File: config.mk
export PLATFORM = sky130hd
export DESIGN_NAME = dsi_lanes_sequencer
export DESIGN_NICKNAME = d
export VERILOG_FILES = /design/src/rtl/dsi_lanes_sequencer.sv
export SDC_FILE = /design/constraint.sdc
export NUM_CORES = 1
export LEC_CHECK = 0
export ABC_AREA = 1
export CORE_ASPECT_RATIO = 0.9
export CORE_UTILIZATION = 25
export DETAILED_ROUTE_END_ITERATION = 7
export GPL_TIMING_DRIVEN = 0
export PLACE_DENSITY_LB_ADDON = 0.15
export SYNTH_ARGS = -nofsm -noshare
export SYNTH_HDL_FRONTEND = slang
export SYNTH_SLANG_ARGS = --single-unit
File: constraint.sdc
create_clock -name clk_phy -period 1.45 [get_ports clk_phy]
set_clock_uncertainty 0.2 [all_clocks]
set_input_delay 0.145 -clock clk_phy [delete_from_list [all_inputs] [get_ports clk_phy]]
set_output_delay 0.145 -clock clk_phy [all_outputs]
set_load 0.03 [all_outputs]
File: src/rtl/dsi_lanes_sequencer.sv
// -----------------------------------------------------------------------------
// dsi_lanes_sequencer
//
// Power-up and HS-burst sequencer for a DSI PHY with LANES data lanes plus one
// clock lane. Turns the LP buffers on and off, starts and stops the clock lane,
// and issues one synchronised HS start pulse to every enabled data lane once
// all of them have data queued. Continuous and burst-gated clock modes are
// supported, with programmable T_CLK_PRE / T_CLK_POST intervals.
//
// Parameters:
//   LANES    number of data lanes (1..8)
//   TIMER_W  width of the timing registers and the countdown timer
//
// Ports:
//   clk_phy            PHY logic clock
//   rst_n              asynchronous active-low reset
//   lines_enable       request LP output buffers on
//   clock_enable       request clock lane active
//   clk_continuous     1: clock stays HS between bursts, 0: stopped per burst
//   reg_lanes_number   active lane count (0 -> 1, > LANES -> LANES)
//   reg_t_clk_pre      wait after clock active before first data start
//   reg_t_clk_post     wait after data end before clock stop
//   lane_pending       per-lane FIFO not empty
//   lane_active        per-lane serialiser busy
//   clk_active         clock lane is in HS
//   lane_lines_enable  per-lane LP buffer enable (the enable mask)
//   lane_start_rqst    per-lane one-cycle HS start pulse
//   clk_lines_enable   clock-lane LP buffer enable
//   clk_start_rqst     clock-lane start request
//   clk_fin_rqst       clock-lane stop request
//   lines_ready        LP buffers on
//   clock_ready        mirrors clk_active
//   lines_active       any enabled lane busy
// -----------------------------------------------------------------------------
module dsi_lanes_sequencer #(
   parameter int LANES   = 4,
   parameter int TIMER_W = 8
) (
   input  logic               clk_phy,
   input  logic               rst_n,
   input  logic               lines_enable,
   input  logic               clock_enable,
   input  logic               clk_continuous,
   input  logic [3:0]         reg_lanes_number,
   input  logic [TIMER_W-1:0] reg_t_clk_pre,
   input  logic [TIMER_W-1:0] reg_t_clk_post,
   input  logic [LANES-1:0]   lane_pending,
   input  logic [LANES-1:0]   lane_active,
   input  logic               clk_active,
   output logic [LANES-1:0]   lane_lines_enable,
   output logic [LANES-1:0]   lane_start_rqst,
   output logic               clk_lines_enable,
   output logic               clk_start_rqst,
   output logic               clk_fin_rqst,
   output logic               lines_ready,
   output logic               clock_ready,
   output logic               lines_active
);

   typedef enum logic [3:0] {
      S_IDLE       = 4'd0,
      S_LP_ENABLE  = 4'd1,
      S_LP_IDLE    = 4'd2,
      S_CLK_START  = 4'd3,
      S_CLK_PRE    = 4'd4,
      S_HS_READY   = 4'd5,
      S_LANES_GO   = 4'd6,
      S_LANES_WAIT = 4'd7,
      S_CLK_POST   = 4'd8,
      S_CLK_STOP   = 4'd9,
      S_DISABLE    = 4'd10
   } state_t;

   state_t             state_q, state_d;
   logic [LANES-1:0]   mask_q, mask_d;
   logic [TIMER_W-1:0] timer_q, timer_d;
   logic               seen_q, seen_d;

   logic [3:0]         lanes_clamped;
   logic [LANES-1:0]   mask_load;
   logic               all_pending;
   logic               any_active;

   // Lane count is clamped into 1..LANES so the mask never comes out empty.
   always_comb begin
      lanes_clamped = reg_lanes_number;
      if (reg_lanes_number == 4'd0) begin
         lanes_clamped = 4'd1;
      end else if (reg_lanes_number > 4'(LANES)) begin
         lanes_clamped = 4'(LANES);
      end
   end

   // Thermometer mask: lanes 0..n-1 enabled.
   genvar gi;
   generate
      for (gi = 0; gi < LANES; gi++) begin : g_mask_load
         assign mask_load[gi] = (lanes_clamped > 4'(gi));
      end
   endgenerate

   // Disabled lanes count as "pending" so that only enabled lanes gate the start.
   assign all_pending = &(lane_pending | ~mask_q);
   assign any_active  = |(lane_active & mask_q);

   always_comb begin
      state_d = state_q;
      mask_d  = mask_q;
      timer_d = timer_q;
      seen_d  = seen_q;

      if (any_active) begin
         seen_d = 1'b1;
      end

      case (state_q)
         S_IDLE: begin
            if (lines_enable) begin
               state_d = S_LP_ENABLE;
            end
         end
         S_LP_ENABLE: begin
            mask_d  = mask_load;
            state_d = S_LP_IDLE;
         end
         S_LP_IDLE: begin
            if (!lines_enable) begin
               state_d = S_DISABLE;
            end else if (clock_enable && (clk_continuous || all_pending)) begin
               state_d = S_CLK_START;
            end
         end
         S_CLK_START: begin
            if (clk_active) begin
               timer_d = reg_t_clk_pre;
               state_d = S_CLK_PRE;
            end
         end
         S_CLK_PRE: begin
            if (timer_q == '0) begin
               state_d = S_HS_READY;
            end else begin
               timer_d = timer_q - TIMER_W'(1);
            end
         end
         S_HS_READY: begin
            if (clock_enable && all_pending) begin
               state_d = S_LANES_GO;
            end else if (!clock_enable || !clk_continuous) begin
               timer_d = reg_t_clk_post;
               state_d = S_CLK_POST;
            end
         end
         S_LANES_GO: begin
            // Fresh burst: forget activity from any earlier burst.
            seen_d  = 1'b0;
            state_d = S_LANES_WAIT;
         end
         S_LANES_WAIT: begin
            // The burst is over only once the lanes have been seen busy and
            // then all gone idle; clock_enable dropping cannot cut it short.
            if (seen_q && !any_active) begin
               if (clock_enable && clk_continuous) begin
                  state_d = S_HS_READY;
               end else begin
                  timer_d = reg_t_clk_post;
                  state_d = S_CLK_POST;
               end
            end
         end
         S_CLK_POST: begin
            if (timer_q == '0) begin
               state_d = S_CLK_STOP;
            end else begin
               timer_d = timer_q - TIMER_W'(1);
            end
         end
         S_CLK_STOP: begin
            if (!clk_active) begin
               state_d = S_LP_IDLE;
            end
         end
         S_DISABLE: begin
            mask_d  = '0;
            state_d = S_IDLE;
         end
         default: begin
            state_d = S_IDLE;
         end
      endcase
   end

   always_ff @(posedge clk_phy or negedge rst_n) begin
      if (!rst_n) begin
         state_q <= S_IDLE;
         mask_q  <= '0;
         timer_q <= '0;
         seen_q  <= 1'b0;
      end else begin
         state_q <= state_d;
         mask_q  <= mask_d;
         timer_q <= timer_d;
         seen_q  <= seen_d;
      end
   end

   // Outputs decode only registered state and mask, except the two status
   // flags that are defined as direct functions of the lane inputs.
   assign lane_lines_enable = mask_q;
   assign lane_start_rqst   = (state_q == S_LANES_GO) ? mask_q : '0;
   assign clk_lines_enable  = mask_q[0];
   assign lines_ready       = mask_q[0];
   assign clk_start_rqst    = (state_q == S_CLK_START);
   assign clk_fin_rqst      = (state_q == S_CLK_STOP);
   assign clock_ready       = clk_active;
   assign lines_active      = any_active;

endmodule

## After elaboration in Yosys (flattened, before gate mapping)

Index checks and enable logic that the tools add are counted.

- Bitwise logic cells: 3
- Muxes and demuxes: 25
- Reduce and logical (&&, ||, !) cells: 20
- Equal/unequal tests: 22
- Add/sub/neg operators: 1
- Magnitude comparators: 5

Operators with widths:

| cell | number |
|---|---|
| $mux W4 | 14 |
| $mux W8 | 6 |
| $pmux W4 S10 | 1 |
| $pmux W8 S4 | 1 |
| $ne A2 B2 Y1 const B | 10 |
| $eq A4 B3 Y1 const B | 4 |
| $eq A4 B4 Y1 const B | 3 |
| $eq A4 B2 Y1 const B | 2 |
| $gt A4 B1 Y1 const B | 2 |
| $gt A4 B2 Y1 const B | 2 |
| $logic_not A4 Y1 | 2 |
| $logic_not A8 Y1 | 1 |
| $pmux W4 S2 | 1 |
| $reduce_and A8 Y1 | 1 |
| $sub A8 B1 Y8 const B | 1 |
| $reduce_and A7 Y1 | 1 |
| $ne A3 B3 Y1 const B | 2 |
| $and A4 B4 Y4 | 1 |
| $eq A4 B1 Y1 const B | 1 |
| $gt A4 B3 Y1 const B | 1 |
| $logic_and A1 B1 Y1 | 4 |
| $not A4 Y4 | 1 |
| $or A4 B4 Y4 | 1 |
| $reduce_and A4 Y1 | 1 |
| 7 further kinds | 12 |

- Output and inout bits: 14
- Word-level logic and storage cells: 80
- Input port bits: 34
- Bits in registers: 17

## Depth between registers and ports, before layout

Gate-level depths: netlist of the first run.

- Depth in word-level cells: 8
- Depth in mapped cells: 11
- Mapped depth without buffers: 11

## Worst setup path after synthesis of the first run

Ideal clock, no wire load.

- Path kind: register to register
- Start point: register state_q[0]
- End point: register timer_q[7]
- Arrival time: 1.334 ns
- Setup time: 0.116 ns
- Slack: -0.201 ns
- Clock period less this slack: 1.651 ns
- Data required time: 1.134 ns
- Path buffers: 0
- Stages on the path, launching flop included: 8
- Cell sequence: dfrtp_1 nand2_1 nor3_4 nor2_1 nor2_2 nand2_4 nand2_1 nand2_1

- Elaborated cells on any way between the ends: 15
- Classes of those cells: eq/ne (11); mux (1); reduce/logical (3)

RTL lines:

| item | RTL line | text |
|---|---|---|
| start, declared | 74 | `state_t state_q, state_d;` |
| start signal, assigned | 200 | `state_q <= state_d;` |
| $eq A4 B2 Y1 (*) | -- |  |
| net clk_start_rqst | 53 | `output logic clk_start_rqst,` |
| $reduce_bool A4 Y1 (no line) or $ne A2 B2 Y1 (tied branches) | -- |  |
| $reduce_and A7 Y1 (no line) | -- |  |
| end signal, assigned | 202 | `timer_q <= timer_d;` |
| end, declared | 76 | `logic [TIMER_W-1:0] timer_q, timer_d;` |

The timed path passes the listed nets; every way through them passes the cells marked *.
A chain may end at the register's enable or synchronous reset.

## Worst setup path in the final report of the first run

- Start point: register state_q[2]
- End point: output port lane_start_rqst[2]

- Word-level cells in the longest chain between the ends: 2

RTL lines:

| item | RTL line | text |
|---|---|---|
| $eq A4 B3 Y1 | 210 | `assign lane_start_rqst = (state_q == S_LANES_GO) ? mask_q : '0;` |
| $mux W4 | 210 |  |
| end, declared | 51 | `output logic [LANES-1:0] lane_start_rqst,` |

Every way passes these cells.

==> flow_summary_export.csv, run 1 <==
group,metric,value,unit
status,status,"finished with violations",
status,violations,"setup timing",
setup_path,critPathLaunchType,"flop",
job,maxCapViolCount,0,
global_route,grt_max_degree,18,
cts,clockBufferDepth,2,
cts,cts-root-buf,"clkbuf_8",
route,drt_iter0_drc,69,
layout,nets,343,
layout,final_cell_mix,"84 x nand2_1, 33 x clkdlybuf4s50_1, 29 x inv_1",
global_route,grt_overflow,0,
logic_synthesis,ys_warn_count,0,
route,post_drt_wl_per_cell,11.6,um
global_route,antenna_found_initial,0,
setup_path,cp_max_fo,7,
floorplanning,ios,48,
logic_synthesis,ys_seq_area_share,29.2,%
floorplanning,die_area,0.00614,sq mm
cts,ctsHoldBuffers,0,
layout,multi_input_area,0.00103,sq mm
timing,finalHoldViolations,0,
setup_path,r2r_cells,9,
layout,stdcell_count,376,
layout,fin_util,41.1,%
logic_synthesis,synth.distinct_cells,26,
global_route,grt_pass1_vias,1528,
timing,max-slew-margin-rel,42.0,%
timing,hold_slack,0.188,ns
place,placed_cells,355,
place,dpl_cell_area,0.00204,sq mm
timing,finalCritPeriodShare,121,%
layout,mostFrequentLayoutCell,"nand2_1",
cts,clock_latency,0.25,ns
place,place_hpwl,3.16,mm
pwr,p_leak,1.19,nW
pwr,power,4.38,mW
floorplanning,coreArea,0.00566,sq mm
global_route,met2_usage,24.5,%
cts,cts_tree,"done",
layout,diodes,0,
floorplanning,start_util,25.8,%
setup_path,reg2reg_to,"timer_q[7]",
route,post-route-drc-count,0,
route,vias,1677,
place,place_ws,-0.720,ns
global_route,track_usage,15.4,%
global_route,grt_use_met1,21.9,%
layout,drive_gt1_share,30.4,%
route,ant_nets,0,
cts,numCtsBuffers,3,
global_route,grt.busiest_layer,"met2",
layout,nFillCells,615,
global_route,grt_first_pass_wirelength,7.24,mm
floorplanning,dieHeight,74.4,um
logic_synthesis,synth.top_cell.area_share,29.2,%
timing,slew_viol_final,0,
route,drt-total-wl,4.37,mm
setup_path,r2r_slack,-0.30,ns
logic_synthesis,synthCells,238,
timing,finalSetupViolations,23,
cts,h-tree-depth,1,
pwr,powerDensity,1880,mW/mm^2
place,place.gp.congestion,0.878,
worst_hold_path,hp-class,"input pin to asynchronous set/reset pin",
logic_synthesis,synth_largest_area_cell,"dfrtp_1",
logic_synthesis,ys_ff_latch,17,
route,drt-pass1-iter-count,4,
cts,clk_pin_slew,0.07,ns
layout,regArea,435,sq um
setup_path,r2r-start,"state_q[3]",
route,via_per_inst,4.46,
floorplanning,std_cell_rows,26,
timing,rsz0062_at_grt,"true",
pwr,irDropWorstVdd,0.780,mV
logic_synthesis,netlist_area,0.00146,sq mm
layout,synthToLayoutAreaGrowth,59.5,%
setup_path,endpoint_kind,"primary output",
logic_synthesis,syn-num-nets,274,
timing,setup_slack,-0.309,ns
timing,fin_setup_tns,-5.34,ns
timing,post-route-min-period,1.76,ns
logic_synthesis,avgSynthCellArea,6.12,sq um
timing,fmax,0.569,GHz
global_route,grtUsageMet3,3.31,%
setup_path,crit_type,"flop to primary output",
setup_path,cp.required,1.11,ns
place,portBuffers,47,
floorplanning,chipWidth,82.5,um
setup_path,cp.arrival,1.41,ns
layout,final_area,0.00232,sq mm
logic_synthesis,synth_area_leaders,"dfrtp_1 29%, nand2_1 24%, nand3_1 9.6%",
cts,cts_sinks,17,
timing,worstMarginPinSlew,0.867,ns
-- power breakdown --
part	internal (mW)	switching [mW]	total, mW
registers	0.722	0.254	0.976
logic	1.22	1.83	3.05
clock network	0.195	0.162	0.357
total	2.14	2.24	4.38
-- flip-flops by register name, indices dropped and copies added (netlist names) --
signal / flops
timer_q: 8
state_q: 4
lane_lines_enable: 4
seen_q: 1
-- worst max-delay path by stage --
stage / endpoint / startpoint / slack, ns
floorplan: timer_q[7] / state_q[1] / -0.18
global placement: lane_start_rqst[2] / state_q[1] / -0.74
detailed placement: lane_start_rqst[1] / state_q[1] / -0.72
CTS: timer_q[7] / state_q[0] / -0.30
global route: timer_q[6] / state_q[3] / -0.40
finish: lane_start_rqst[2] / state_q[2] / -0.31
-- synth_stat cells --
master,number
nand2_1,93
inv_1,33
nand3_1,28
nor2_1,25
dfrtp_1,17
o21ai_0,8
nand3_2,4
nor2_2,4
buf_4,3
ha_1,2
inv_2,2
nand2_2,2
nand2_4,2
nor2_4,2
o211ai_1,2
a21boi_2,1
a21o_1,1
nand3b_1,1
nand4_1,1
nor3_1,1
nor3_4,1
o21a_1,1
o21ai_2,1
o22ai_1,1
o31ai_1,1
xor2_1,1
-- critical path, cell delays in order, from the launching register on --
cell and delay [ns]:
dfrtp_2 0.43, inv_2 0.08, nor2_4 0.20, nand2_2 0.16, nor2_1 0.12, buf_4 0.17
-- repair_timing --
action | in CTS | in global routing
endpoints found under the setup margin | 31 | 26
buffers inserted | 9 | 8
pin swaps | 9 | 17
resized for setup | 90 | 25
hold endpoints to repair | 0 | 0
-- routing by layer --
layer	routed length, um	vias to the layer above
met5	0	-
met3	219	2
met4	17	0
met1	2130	752
li1	-	879
met2	2010	44
-- final cells by class --
cell class,count,area share (%)
repair buffers,64,24.5
well taps,70,3.77
plain buffers,3,0.969
inverters,35,5.92
multi-input cells,183,44.1
flip-flops and latches,17,18.7
clock buffers,4,1.94
-- logic make-up (layout without fill, tap and decap cells) --
family                     after synthesis  in the layout  share of synthesized area [%]
xor gates and xnor gates                 1              1                          0.601
buffers and inverters                   38            106                           10.6
AOI/OAI and AO/OA                       16             16                           7.13
and+or+nand+nor                        164            164                           50.8
adders and majority gates                2              2                           1.72
DFF                                     17             17                           29.2
Power figures use the tool's default switching activity.
==> run 2: changes to the inputs <==
- PLACE_DENSITY: not set -> 0.48
- PLACE_DENSITY_LB_ADDON: 0.15 -> not set
==> run 2 against run 1 <==
  * The flow still finishes with violations (setup timing)
  * Power up 0.20%
  * Cell area down 1.6%
  * Flip-flop and latch count unchanged
  * First-iteration DRC count up 58%
  * Via count down 2.0%
  * Critical path type unchanged
  * Critical endpoint is now lane_start_rqst[1]
  * Highest routed layer unchanged
==> flow_summary_export.csv, run 2 (same netlist as run 1, synthesis figures left out) <==
group,metric,value,unit
layout,synthToLayoutAreaGrowth,56.9,%
setup_path,crit_type,"flop to primary output",
timing,post-route-min-period,1.82,ns
timing,slew_viol_final,0,
cts,cts-root-buf,"clkbuf_8",
timing,finalCritPeriodShare,125,%
global_route,grt_max_degree,18,
global_route,grt_first_pass_wirelength,7.02,mm
setup_path,endpoint_kind,"primary output",
place,portBuffers,47,
pwr,p_leak,1.15,nW
timing,finalSetupViolations,23,
worst_hold_path,hp-class,"input pin to asynchronous set/reset pin",
floorplanning,start_util,25.8,%
setup_path,startpoint,"state_q[3]",
floorplanning,chipWidth,82.5,um
setup_path,r2r_slack,-0.35,ns
route,drt_iter0_drc,109,
pwr,irDropWorstVdd,0.879,mV
timing,setup_slack,-0.370,ns
timing,fmax,0.550,GHz
floorplanning,die_area,0.00614,sq mm
layout,drive_gt1_share,27.5,%
floorplanning,dieHeight,74.4,um
global_route,grt_pass1_vias,1504,
floorplanning,ios,48,
cts,ctsHoldBuffers,0,
setup_path,r2r-start,"state_q[3]",
status,violations,"setup timing",
place,placed_cells,355,
global_route,antenna_found_initial,0,
pwr,powerDensity,1920,mW/mm^2
layout,stdcell_count,368,
layout,largest_reg_flops,8,
place,place.gp.congestion,0.860,
route,post-route-drc-count,0,
job,maxCapViolCount,0,
timing,max-slew-margin-rel,43.2,%
global_route,track_usage,15.3,%
cts,numCtsBuffers,3,
layout,mostFrequentLayoutCell,"nand2_1",
timing,fin_setup_tns,-6.04,ns
layout,diodes,0,
setup_path,reg2reg_to,"timer_q[7]",
cts,cts_tree,"done",
floorplanning,std_cell_rows,26,
timing,rsz0062_at_grt,"true",
layout,final_area,0.00229,sq mm
cts,cts_sinks,17,
floorplanning,coreArea,0.00566,sq mm
route,drt-pass1-iter-count,4,
setup_path,cp_max_fo,7,
global_route,grt_overflow,0,
cts,clk_pin_slew,0.08,ns
setup_path,cp-endpoint,"lane_start_rqst[1]",
setup_path,critPathLaunchType,"flop",
route,drt-total-wl,4.33,mm
timing,worstMarginPinSlew,0.849,ns
setup_path,cp.required,1.11,ns
layout,nets,335,
timing,finalHoldViolations,0,
cts,clock_latency,0.26,ns
layout,final_cell_mix,"79 x nand2_1, 33 x clkdlybuf4s50_1, 29 x inv_1",
route,post_drt_wl_per_cell,11.8,um
cts,clockBufferDepth,2,
status,status,"finished with violations",
route,via_per_inst,4.46,
place,place_hpwl,3.30,mm
setup_path,cp.arrival,1.47,ns
layout,top_register,"timer_q",
route,ant_nets,0,
place,dpl_cell_area,0.00204,sq mm
cts,h-tree-depth,1,
setup_path,r2r_cells,9,
route,vias,1643,
## run 2: worst min-delay path by stage
| stage | start | end | cells after the start |
|---|---|---|---|
| after floorplan | rst_n | lane_lines_enable[0] | 0 |
| after global placement | timer_q[1] | timer_q[1] | 2 |
| after detailed placement | timer_q[1] | timer_q[1] | 2 |
| after CTS | rst_n | timer_q[6] | 1 |
| after global routing | rst_n | timer_q[6] | 1 |
| final | rst_n | timer_q[6] | 1 |
## run 2: final cells by class
| class | count | area (sq um) |
|---|---|---|
| flip-flops and latches | 17 | 435 |
| plain buffers | 3 | 22.5 |
| fillers | 616 | 3370 |
| well taps | 70 | 87.6 |
| inverters | 35 | 138 |
| multi-input cells | 183 | 1030 |
| repair buffers | 56 | 533 |
| clock buffers | 4 | 45.0 |
## run 2: power by group
part	switching, mW	total, mW	internal, mW
clock	0.181	0.377	0.195
combinational	1.84	3.00	1.16
sequential	0.291	1.01	0.721
## run 2: critical path: stages (launching register included)
cell and delay, ns:
dfrtp_2 0.44, buf_6 0.13, nor2_4 0.18, nand2_2 0.16, nor2_1 0.13, buf_4 0.17
## run 2: repair_timing
item | 4_1_cts | 5_1_grt
resized for setup | 86 | 23
pin swaps | 7 | 14
setup endpoints to repair | 31 | 23
cloned | 0 | 0
setup buffers | 7 | 2
## run 2: metrics by stage
stage	setup WS, ns	total power, mW	hold WS, ns	utilization [%]
floorplan	-0.185	2.74	-0.351	-
global placement	-0.755	3.52	0.267	36.1
detailed placement	-0.758	3.54	0.270	36.1
CTS	-0.331	4.17	0.197	38.8
global route	-0.475	4.80	0.238	40.4
finish	-0.370	4.39	0.169	40.4
## run 2: metal layers
metal  wire (um)  track usage [%]
met5           0                0
met4          23             2.87
met3         161             2.82
met2        1930             23.8
met1        2210             22.1
